File: config.mk
export PLATFORM = sky130hd
export DESIGN_NAME = plru_set_controller
export DESIGN_NICKNAME = d
export VERILOG_FILES = /design/src/rtl/plru_set_controller.sv
export SDC_FILE = /design/constraint.sdc
export NUM_CORES = 1
export LEC_CHECK = 0
export ABC_AREA = 1
export CAP_MARGIN = 20
export CELL_PAD_IN_SITES_DETAIL_PLACEMENT = 1
export CELL_PAD_IN_SITES_GLOBAL_PLACEMENT = 1
export CORE_ASPECT_RATIO = 1.25
export CORE_MARGIN = 1
export CORE_UTILIZATION = 27
export DETAILED_ROUTE_END_ITERATION = 12
export GPL_ROUTABILITY_DRIVEN = 0
export PLACE_DENSITY_LB_ADDON = 0.08
export SLEW_MARGIN = 30
export SYNTH_ARGS = -nofsm -noshare
export SYNTH_HDL_FRONTEND = slang
export SYNTH_SLANG_ARGS = --single-unit
export TNS_END_PERCENT = 10
File: constraint.sdc
create_clock -name clk -period 2.2 [get_ports clk]
set_input_delay 0.44 -clock clk [delete_from_list [all_inputs] [get_ports clk]]
set_output_delay 0.44 -clock clk [all_outputs]
set_load 0.05 [all_outputs]
File: src/rtl/plru_set_controller.sv
// rtl/plru_set_controller.sv - per-set tree pseudo-LRU controller, serialised touch/victim ops.
// Optional macro PLRU_INVALID_FIRST_EN: victim picks the lowest invalid way before the tree walk.
module plru_set_controller #(
  parameter int ASSOCIATIVITY = 8,
  parameter int SETS          = 64,
  localparam int WAY_W = $clog2(ASSOCIATIVITY),
  localparam int SET_W = $clog2(SETS),
  localparam int NODES = ASSOCIATIVITY - 1
) (
  input  logic             clk,
  input  logic             rst,
  input  logic             req_valid,
  output logic             req_ready,
  input  logic             req_op,
  input  logic [SET_W-1:0] req_set,
  input  logic [WAY_W-1:0] req_way,
  output logic             resp_valid,
  output logic [WAY_W-1:0] resp_way
);

  typedef enum logic [1:0] {ST_IDLE, ST_LOOKUP, ST_UPDATE} state_t;

  state_t             state_q, state_d;
  logic               op_q;
  logic [SET_W-1:0]   set_q;
  logic [WAY_W-1:0]   way_q;
  logic [WAY_W-1:0]   resp_way_q;
  logic [NODES-1:0]   bits_q;
  logic [NODES-1:0]   plru_q [SETS];
  logic [WAY_W-1:0]   victim_way;
  logic [NODES-1:0]   bits_upd;

  // Heap-ordered walk: node bit 0 steers toward the right subtree (way bit 1).
  function automatic logic [WAY_W-1:0] tree_victim(input logic [NODES-1:0] b);
    logic [WAY_W-1:0] w;
    logic [NODES-1:0] sh;
    int node;
    w    = '0;
    node = 0;
    for (int lvl = 0; lvl < WAY_W; lvl++) begin
      sh = b >> node;
      if (!sh[0]) begin
        w    = w | (WAY_W'(1) << (WAY_W - 1 - lvl));
        node = 2 * node + 2;
      end else begin
        node = 2 * node + 1;
      end
    end
    return w;
  endfunction

  function automatic logic [NODES-1:0] tree_touch(input logic [NODES-1:0] b,
                                                  input logic [WAY_W-1:0] w);
    logic [NODES-1:0] r;
    logic [WAY_W-1:0] wsh;
    int node;
    r    = b;
    node = 0;
    for (int lvl = 0; lvl < WAY_W; lvl++) begin
      wsh = w >> (WAY_W - 1 - lvl);
      if (wsh[0]) begin
        r    = r | (NODES'(1) << node);
        node = 2 * node + 2;
      end else begin
        r    = r & ~(NODES'(1) << node);
        node = 2 * node + 1;
      end
    end
    return r;
  endfunction

`ifdef PLRU_INVALID_FIRST_EN
  logic [ASSOCIATIVITY-1:0] valid_q [SETS];
  logic [ASSOCIATIVITY-1:0] vset;
  logic [ASSOCIATIVITY-1:0] vsh;

  always_comb begin
    vset       = valid_q[set_q];
    victim_way = tree_victim(plru_q[set_q]);
    vsh        = '0;
    for (int i = ASSOCIATIVITY - 1; i >= 0; i--) begin
      vsh = vset >> i;
      if (!vsh[0]) victim_way = WAY_W'(i);
    end
  end

  always_ff @(posedge clk) begin
    if (rst) begin
      valid_q <= '{default: '0};
    end else if (state_q == ST_UPDATE) begin
      valid_q[set_q][way_q] <= 1'b1;
    end
  end
`else
  always_comb begin
    victim_way = tree_victim(plru_q[set_q]);
  end
`endif

  always_comb begin
    bits_upd = tree_touch(bits_q, way_q);
  end

  always_ff @(posedge clk) begin
    if (rst) state_q <= ST_IDLE;
    else     state_q <= state_d;
  end

  always_comb begin
    state_d = state_q;
    case (state_q)
      ST_IDLE:   if (req_valid) state_d = ST_LOOKUP;
      ST_LOOKUP: state_d = ST_UPDATE;
      ST_UPDATE: state_d = ST_IDLE;
      default:   state_d = ST_IDLE;
    endcase
  end

  always_comb begin
    req_ready  = !rst && (state_q == ST_IDLE);
    resp_valid = !rst && (state_q == ST_UPDATE);
    resp_way   = rst ? '0 : resp_way_q;
  end

  // Reset in LOOKUP/UPDATE drops the op before its write, so no stale update survives.
  always_ff @(posedge clk) begin
    if (rst) begin
      op_q       <= 1'b0;
      set_q      <= '0;
      way_q      <= '0;
      bits_q     <= '0;
      resp_way_q <= '0;
      plru_q     <= '{default: '0};
    end else begin
      case (state_q)
        ST_IDLE: begin
          if (req_valid) begin
            op_q  <= req_op;
            set_q <= req_set;
            way_q <= req_way;
          end
        end
        ST_LOOKUP: begin
          bits_q <= plru_q[set_q];
          if (op_q) way_q <= victim_way;
          resp_way_q <= op_q ? victim_way : way_q;
        end
        ST_UPDATE: begin
          plru_q[set_q] <= bits_upd;
        end
        default: ;
      endcase
    end
  end

endmodule
-- Yosys cells after proc, flatten, opt, wreduce, memory -nomap -nowiden
Index checks and enable logic that the tools add are counted.
- register bits after elaboration: 470
- latch bits: 0
- bits in writable memories: 0
- memory bits (read-only): 0
- bits of input ports: 13
- output and inout port bits: 5
- logic and storage cells: 120
- memories kept: 0
- $add $sub $neg: 4
- $mul: 0
- divide/modulo/power cells: 0
- magnitude comparators: 2
- equality and inequality tests: 3
- shifts and indexed selects: 4
- mux-type cells: 22
- bitwise operators: 7
- reductions and logical operators: 8
- operator list (cell ; count):
    448-bit bitwise mux ; 1
    1-bit by 32-bit << shifter with 7-bit output (first input constant) ; 2
    7-bit by 32-bit >> shifter with 1-bit output ; 2
    7-bit binary-select mux with 6-bit select ; 1
    7-bit demux with 6-bit select ; 1
    7-bit 2-to-1 mux ; 5
    32-bit by 2-bit adder with 32-bit output (second input constant) ; 1
    32-bit by 3-bit adder with 32-bit output (second input constant) ; 1
    32-bit 2-to-1 mux ; 1
    7-bit bitwise AND ; 2
    7-bit NOT ; 2
    7-bit bitwise OR ; 2
    3-bit 2-to-1 mux ; 4
    2-bit 2-to-1 mux ; 4
    7-bit >= comparator (second input constant) ; 1
    7-bit by 1-bit less-than comparator with 1-bit output (second input constant) ; 1
    6-bit NOT with 7-bit output ; 1
    3-bit one-hot mux with 2 select lines ; 1
    3-bit by 1-bit adder with 4-bit output (second input constant) ; 1
    3-bit by 2-bit adder with 4-bit output (second input constant) ; 1
    4-bit 2-to-1 mux ; 1
    2-bit one-hot mux with 2 select lines ; 1
    2-bit AND reduction ; 2
    1-bit logical AND ; 3
    other kinds (7) ; 8

-- Logic depth before layout (Yosys ltp)
Gate-level depths: netlist of run 1.
- depth after elaboration: 11
- depth in mapped cells: 24
- mapped depth without buffers: 22

-- Worst setup path after synthesis of run 1
OpenSTA, ideal clock, no wires.
- kind: register to register
- start: register set_q[0]
- end: register resp_way_q[0]
- setup time: 0.114 ns
- arrival: 2.218 ns
- required time: 2.086 ns
- setup slack: -0.132 ns
- cell stages (with the launch flop): 20
- buffers on the path: 2
- period minus slack after synthesis: 2.332 ns
- cell sequence: dfxtp_1 -> buf_4 -> buf_6 -> or2_2 -> nand3_1 -> nand2_1 -> o21ai_1 -> nand2_1 -> nor2_1 -> nand2_2 -> nand2_2 -> nand2_2 -> ha_1 -> inv_1 -> a21oi_1 -> nand2_1 -> nand3_1 -> nand2_1 -> nand2_1 -> nand2_1
- cells in the longest elaborated chain, start to end: 10
- elaborated cells between the ends (all ways): 12
- classes of those cells: add/sub (2); shift (2); mux (7); bitwise (1)
- RTL lines (item ; RTL line ; RTL):
    start: declaration ; 25 ; logic [SET_W-1:0] set_q;
    start signal: assignment ; 139 ; set_q <= req_set;
    6-bit NOT with 7-bit output (not written as such) (*) ; 96 ; victim_way = tree_victim(plru_q[set_q]);
    7-bit binary-select mux with 6-bit select (*) ; 96 ;
    7-bit 2-to-1 mux (not written as such) (*) (2 in a row) ; 96 ;
    2-bit 2-to-1 mux ; 42 ; if (!sh[0]) begin
    3-bit by 2-bit adder with 4-bit output, or another cell as far along ; 44 ; node = 2 * node + 2;
    4-bit 2-to-1 mux ; 42 ;
    7-bit by 32-bit >> shifter with 1-bit output (*) ; 41 ; sh = b >> node;
    1-bit 2-to-1 mux (*) ; 42 ;
    3-bit 2-to-1 mux (*) ; - ;
    end signal: assignment ; 146 ; resp_way_q <= op_q ? victim_way : way_q;
    end: declaration ; 27 ; logic [WAY_W-1:0] resp_way_q;
Every way passes the cells marked *; elsewhere a longest branch is shown, timed or not. The select of a mux whose other input is x is not followed.
A chain may end at the register's enable or synchronous reset.

-- Worst setup path in the final report of run 1
Same ends and word-level chain as after synthesis.

==> flow_summary.yaml, run 1 <==
floorplan:
  coreArea_um2: 78560
  initial_utilization: 0.2727
  rows: 115
  dieWidth_um: 253.9
  die_h_um: 316.9
  die_area_um2: 80480
  boundaryPins: 18
worst_setup_path:
  crit_path_frequent_cell: "nand2_1"
  max_stage_delay_ns: 0.40
  r2r-end: "resp_way_q[0]$_SDFFE_PP0P_"
  crit_path_start_kind: "flip-flop"
  crit_chain: "buf_12, buf_12, buf_16, nand2_1, nand2_1, nand2_1, nand2_1, nand2_1, nand2_1, nand2_1, nand2_1, nor2_2, nand2_2, nand2_4, nand2_4, ha_4, inv_2, a21oi_2, nand2_1, nand3_2, nand2_1, nand2_1, nand2_1"
  crit_arrival_ns: 3.22
  r2r_start: "set_q[0]$_SDFFE_PP0P_"
  crit_buf_inv: 4
  reg2reg_slack_ns: -0.50
  path_max_fanout: 8
  critPathTopFamily: "simple AND/OR/NAND/NOR gates"
  r2r_cells: 23
  criticalPathCategory: "flip-flop to flip-flop"
  cpMaxStageDelayCell: "dfxtp_4"
  cp-end-kind: "flip-flop"
  cp.required_ns: 2.72
yosys:
  synth.net_count: 3257
  yosys.area.top_type: "dfxtp_1"
  synthesis.area_um2: 21420
  yosys-top-cells-area: "dfxtp_1 (44%), nand2_1 (17%), o21ai_0 (12%)"
  synth.most_common_cell: "nand2_1"
  synth_top_area_frac: 0.4383
  yosys_warnings: 0
  synth_edf_count: 0
  async_flop_share: 0
  synth-seq-cells: 469
  netlist_instances: 3243
  ys.flop_type: "dfxtp_1"
  ys_seq_area_frac: 0.4383
  synth.avg_cell_area_um2: 6.606
  ys_top_cells_by_count: "nand2_1 (962), o21ai_0 (525), dfxtp_1 (469)"
  ys_types: 31
cts:
  clkTransAtPathRegs_ns: 0.06
  cts_sinks: 469
  cts_max_level: 2
  cts_buffers: 55
  cts_root_buf: "clkbuf_16"
  cts_tree: "done"
  insertion_delay_ns: 0.63
  max-clock-path-buffers: 3
  hold_buffers: 0
routing:
  drtIter0Drc: 999
  drtAntennaViolNets: 0
  vias_per_cell: 4.849
  routed_wl_mm: 91.81
  route.vias.total: 22209
  first_pass_iters: 5
  drcViolationCount: 0
  wl_per_cell_um: 20.05
worst_hold_path:
  holdPathStages: 4
  hp-class: "input port to flip-flop"
  min_to: "resp_way_q[0]$_SDFFE_PP0P_"
  holdCritStartpoint: "rst"
cells_and_area:
  drive_above_1_share: 0.1929
  fin_area_um2: 28350
  fill_cells: 9783
  syn2layout_area_growth_pct: 32.33
  nNetsFinal: 3494
  final_core_util: 0.3608
sta:
  min_period_over_period: 1.227
  worstMarginPinSlew_ns: 0.8898
  setup_violations: 18
  slew_headroom: 0.4068
  fmax_ghz: 0.3704
  finalSetupTns_ns: -3.050
  fin_ws_ns: -0.4997
  fin_skew_ns: 0.02338
  min_period_ns: 2.700
  maxSlewViolCount: 0
  hold_violations: 0
  rsz0062_at_grt: "true"
  whs_ns: 0.2406
grt:
  grt_max_degree: 82
  gr-usage-all-layers: 0.2287
  grt_pass1_wl_mm: 140.1
  antenna_found_initial: 1
  grt_pass1_vias: 23158
  grt_overflow: 0
pwr:
  power.leakage_nw: 11.87
  power_density_nw_per_um2: 755.0
  swShare: 0.2779
  internal_power_mw: 15.46
  peakVddDrop_v: 0.0005447
  netSwitchingPower_mw: 5.947
  p_clk_frac: 0.459
  p_comb_frac: 0.140
  p_seq_frac: 0.401
place:
  port_buffers: 17
  place_area_um2: 24870
  dpl_worst_slack_ns: -0.7835
  dp_hpwl_mm: 61.91
outcome:
  violations: "negative setup slack"
  outcome: "complete, but fails checks"
run:
  cap_violations: 0
what timing repair did:
action | in CTS | in global routing
gates cloned | 10 | 2
buffers inserted | 18 | 14
setup endpoints to repair | 446 | 305
pin swaps | 44 | 29
gates resized for setup | 166 | 187
kinds of logic (layout without fill, tap and decap cells):
group                    after synthesis  after routing  synth area share
AO/OA/AOI/OAI                        888            888            0.2123
AND/OR/NAND/NOR                     1451           1451            0.2665
adder cells (fa/ha/maj)                1              1         0.0005840
flip-flops                           469            469            0.4383
other                                  0              1                 0
buffers and inverters                434            717           0.08241
worst register-to-register path, cell delays in order, from the launching register on:
cell and delay [ns]:
dfxtp_4 0.40, buf_12 0.17, buf_12 0.15, buf_16 0.13, nand2_1 0.09, nand2_1 0.06, nand2_1 0.06, nand2_1 0.06
nand2_1 0.06, nand2_1 0.05, nand2_1 0.08, nand2_1 0.11, nor2_2 0.17, nand2_2 0.10, nand2_4 0.10, nand2_4 0.06
ha_4 0.27, inv_2 0.04, a21oi_2 0.11, nand2_1 0.07, nand3_2 0.07, nand2_1 0.06, nand2_1 0.07, nand2_1 0.05
registers in the layout, summed over array words and instances, names as in the netlist:
name and count:
resp_way_q 3, state_q 2, set_q 6, op_q 1, bits_q 6, plru_q 448
way_q 3
power by group through the flow:
stage | sequential (mW) | combinational, mW | clock (mW)
after floorplan | 8.75 | 1.28 | 0
after global placement | 8.77 | 2.58 | 0
after detailed placement | 8.77 | 2.60 | 0
after CTS | 8.58 | 2.91 | 10.1
after global routing | 8.59 | 3.20 | 10.4
final | 8.59 | 2.99 | 9.83
worst max path at each step:
stage / startpoint / to / slack, ns / depth (start not counted)
after global routing: set_q[0]$_SDFFE_PP0P_ / resp_way_q[0]$_SDFFE_PP0P_ / -0.64 / 21
after detailed placement: set_q[0]$_SDFFE_PP0P_ / resp_way_q[0]$_SDFFE_PP0P_ / -0.78 / 18
after CTS: set_q[0]$_SDFFE_PP0P_ / resp_way_q[0]$_SDFFE_PP0P_ / -0.47 / 24
after floorplan: set_q[0]$_SDFFE_PP0P_ / resp_way_q[0]$_SDFFE_PP0P_ / -0.10 / 19
after global placement: set_q[0]$_SDFFE_PP0P_ / way_q[0]$_SDFFE_PP0P_ / -0.86 / 18
final: set_q[0]$_SDFFE_PP0P_ / resp_way_q[0]$_SDFFE_PP0P_ / -0.50 / 23
stage by stage:
stage	instances	total power [mW]
6_report	4580	21.40
5_1_grt	4579	22.22
3_3_place_gp	4433	11.35
2_1_floorplan	3243	10.02
4_1_cts	4564	21.59
3_5_place_dp	4433	11.37
metal layers:
metal	vias to the layer above	global-route usage	share of wire
met3	118	0.02406	0.026
met4	0	0.06051	0.027
met1	10838	0.2809	0.44
met2	279	0.4202	0.51
li1	10974	-	-
met5	-	0	0
layout by cell type (no fill, tap or decap), types with 6 or more instances in the layout:
cell type,Yosys,routed
dfxtp_1,469,465
clkinvlp_4,0,7
clkdlybuf4s50_1,0,11
o21ai_0,525,454
buf_6,9,37
clkbuf_16,0,60
nand2_1,962,917
clkbuf_8,0,12
buf_8,0,8
o21ai_2,0,17
inv_2,34,47
nor2_2,26,32
nand3_1,59,55
nor2_4,0,38
clkinv_2,0,16
a21oi_1,285,278
bufinv_16,0,6
nand2_2,6,37
a21oi_2,0,6
clkbuf_1,117,9
o21ai_1,8,60
nor2_1,372,328
a31oi_1,61,60
nand2_4,0,12
buf_4,3,263
inv_1,209,185
buf_16,0,13
buf_12,0,36
layout make-up:
type / instances / area, µm² / share of cell area
inverters: 243 / 963.4 / 0.03399
repair buffers: 371 / 3782 / 0.1334
clock inverters: 24 / 275.3 / 0.009710
clock buffers: 79 / 1650 / 0.05822
diodes: 1 / 2.502 / 0.00008828
well taps: 1053 / 1318 / 0.04648
flip-flops and latches: 469 / 9402 / 0.3317
multi-input cells: 2340 / 10950 / 0.3864
(Power assumes the default switching activity.)
==> run 2, diff against run 1 <==
--- a/config.mk
+++ b/config.mk
@@ -14,6 +14,7 @@
 export CORE_UTILIZATION = 27
 export DETAILED_ROUTE_END_ITERATION = 12
 export GPL_ROUTABILITY_DRIVEN = 0
+export MAX_ROUTING_LAYER = met4
 export PLACE_DENSITY_LB_ADDON = 0.08
 export SLEW_MARGIN = 30
 export SYNTH_ARGS = -nofsm -noshare
==> run 2 against run 1 <==
Compared with the run above: the run still ends with negative setup slack left; sequential power about the same; worst hold slack lost 0.013 ns; wire length is 0.27% lower; sequential cell count did not move; clock-buffer cell count did not move; worst setup slack better by 0.0012 ns; register-to-register slack barely moved; critical endpoint is now way_q[0]$_SDFFE_PP0P_; largest cell class unchanged.
==> flow_summary.yaml, run 2 (synthesis gave the netlist of run 1 again) <==
outcome:
  outcome: "complete, but fails checks"
  violations: "negative setup slack"
sta:
  maxSlewViolCount: 0
  hold_violations: 0
  min_period_over_period: 1.227
  setup_violations: 18
  whs_ns: 0.2280
  min_period_ns: 2.699
  fin_skew_ns: 0.02189
  worstMarginPinSlew_ns: 0.8556
  fmax_ghz: 0.3706
  slew_headroom: 0.4296
  fin_ws_ns: -0.4985
  rsz0062_at_grt: "true"
cts:
  cts_buffers: 55
  insertion_delay_ns: 0.63
  max-clock-path-buffers: 3
  cts_tree: "done"
  cts_max_level: 2
  cts_sinks: 469
  clkTransAtPathRegs_ns: 0.06
  cts_root_buf: "clkbuf_16"
grt:
  grt_pass1_vias: 23165
  antenna_found_initial: 1
  use_met3: 0.02398
  gr-usage-all-layers: 0.2355
  grt_overflow: 0
  grt_use_met2: 0.4201
  grt-busiest-layer: "met2"
  grt_max_degree: 82
  use_met1: 0.2807
  grt_pass1_wl_mm: 140.1
pwr:
  power_density_nw_per_um2: 755.3
  peakVddDrop_v: 0.0005445
  power.leakage_nw: 11.85
routing:
  route.vias.total: 22160
  drcViolationCount: 0
  wl_per_cell_um: 20.01
  first_pass_iters: 5
  drtAntennaViolNets: 0
  routed_wl_mm: 91.57
  vias_per_cell: 4.842
  drtIter0Drc: 980
worst_hold_path:
  hp-class: "input port to flip-flop"
  holdCritStartpoint: "rst"
  holdPathStages: 4
  min_to: "resp_way_q[1]$_SDFFE_PP0P_"
floorplan:
  die_area_um2: 80480
  coreArea_um2: 78560
  initial_utilization: 0.2727
  rows: 115
  boundaryPins: 18
  die_h_um: 316.9
  dieWidth_um: 253.9
worst_setup_path:
  cp-end-kind: "flip-flop"
  reg2reg_slack_ns: -0.50
  crit_arrival_ns: 3.22
  crit_path_start_kind: "flip-flop"
  r2r-end: "way_q[0]$_SDFFE_PP0P_"
  criticalPathCategory: "flip-flop to flip-flop"
  path_max_fanout: 8
  cp.required_ns: 2.72
  r2r_cells: 23
  r2r_start: "set_q[0]$_SDFFE_PP0P_"
cells_and_area:
  nNetsFinal: 3491
  largest_register_ffs: 448
  regMostFlops: "plru_q"
  final_core_util: 0.3602
  final_cell_mix: "nand2_1 (913), dfxtp_1 (465), o21ai_0 (460)"
  mostFrequentLayoutCell: "nand2_1"
  reg_top3: "plru_q x448, bits_q x6, set_q x6"
  syn2layout_area_growth_pct: 32.11
  drive_above_1_share: 0.1933
  fill_cells: 9781
place:
  port_buffers: 17
  dp_hpwl_mm: 61.91
run:
  cap_violations: 0
## run 2: changes by cell type in the layout (fill, tap and decap cells not counted), sizes merged
cell / before / now
buf: 357 / 354
bufbuf: 1 / 2
bufinv: 6 / 7
clkbuf: 81 / 80
clkinvlp: 7 / 6
## run 2: worst max path at each step
stage	from	end	depth (start not counted)
after CTS	set_q[0]$_SDFFE_PP0P_	resp_way_q[0]$_SDFFE_PP0P_	24
after detailed placement	set_q[0]$_SDFFE_PP0P_	resp_way_q[0]$_SDFFE_PP0P_	18
final	set_q[0]$_SDFFE_PP0P_	way_q[0]$_SDFFE_PP0P_	23
after floorplan	set_q[0]$_SDFFE_PP0P_	resp_way_q[0]$_SDFFE_PP0P_	19
after global placement	set_q[0]$_SDFFE_PP0P_	way_q[0]$_SDFFE_PP0P_	18
after global routing	set_q[0]$_SDFFE_PP0P_	way_q[0]$_SDFFE_PP0P_	22
## run 2: per-layer routing
| layer | vias up | part of all wire |
|---|---|---|
| met5 | - | 0 |
| met4 | 0 | 0.026 |
| met1 | 10817 | 0.44 |
| li1 | 10964 | - |
| met3 | 109 | 0.027 |
| met2 | 270 | 0.51 |
## run 2: worst max-delay path, stage by stage (launching register included)
cell and delay (ns):
dfxtp_4 0.40, buf_12 0.17, buf_12 0.13, buf_16 0.13, nand2_1 0.09, nand2_1 0.06, nand2_1 0.06, nand2_1 0.06
nand2_1 0.05, nand2_1 0.05, nand2_1 0.08, nand2_1 0.11, nor2_2 0.14, nand2_2 0.10, nand2_4 0.10, nand2_4 0.06
ha_4 0.28, inv_4 0.04, a21oi_2 0.12, nand2_1 0.07, nand3_2 0.07, nand2_1 0.06, nand2_1 0.07, nand2_1 0.05
## run 2: where the power goes
| group | internal [mW] | total (mW) | switching (mW) | leakage [nW] |
|---|---|---|---|---|
| Combinational | 1.02 | 2.96 | 1.94 | 7.11 |
| Sequential | 8.54 | 8.59 | 0.0500 | 3.78 |
| Clock | 5.89 | 9.83 | 3.94 | 0.959 |
## run 2: what timing repair did
action / CTS / global route
pin swaps: 44 / 41
hold buffers: 0 / 0
endpoints found under the setup margin: 446 / 305
resized for setup: 166 / 182
setup buffers: 18 / 13
cloned: 10 / 1
## run 2: cell type report
type	count	area [µm²]	share of cell area
antenna	1	2.502	0.00008842
clock buffer	79	1650	0.05831
clock inverter	24	275.3	0.009726
inverter	243	970.9	0.03431
multi-input combinational	2340	10950	0.3869
sequential	469	9402	0.3322
tap	1053	1318	0.04655
timing repair buffer	368	3732	0.1319
## run 2: stage by stage
step / total power, mW / std cells / setup TNS, ns / cell area [µm²] / worst slack [ns]
final: 21.38 / 4577 / -3.026 / 28300 / -0.4985
after global routing: 22.19 / 4576 / -6.793 / 28300 / -0.6532
after CTS: 21.59 / 4564 / -4.939 / 27760 / -0.4695
after detailed placement: 11.37 / 4433 / -68.94 / 24870 / -0.7835
after global placement: 11.35 / 4433 / -57.34 / 24870 / -0.8591
after floorplan: 10.02 / 3243 / -0.2052 / 21440 / -0.1026
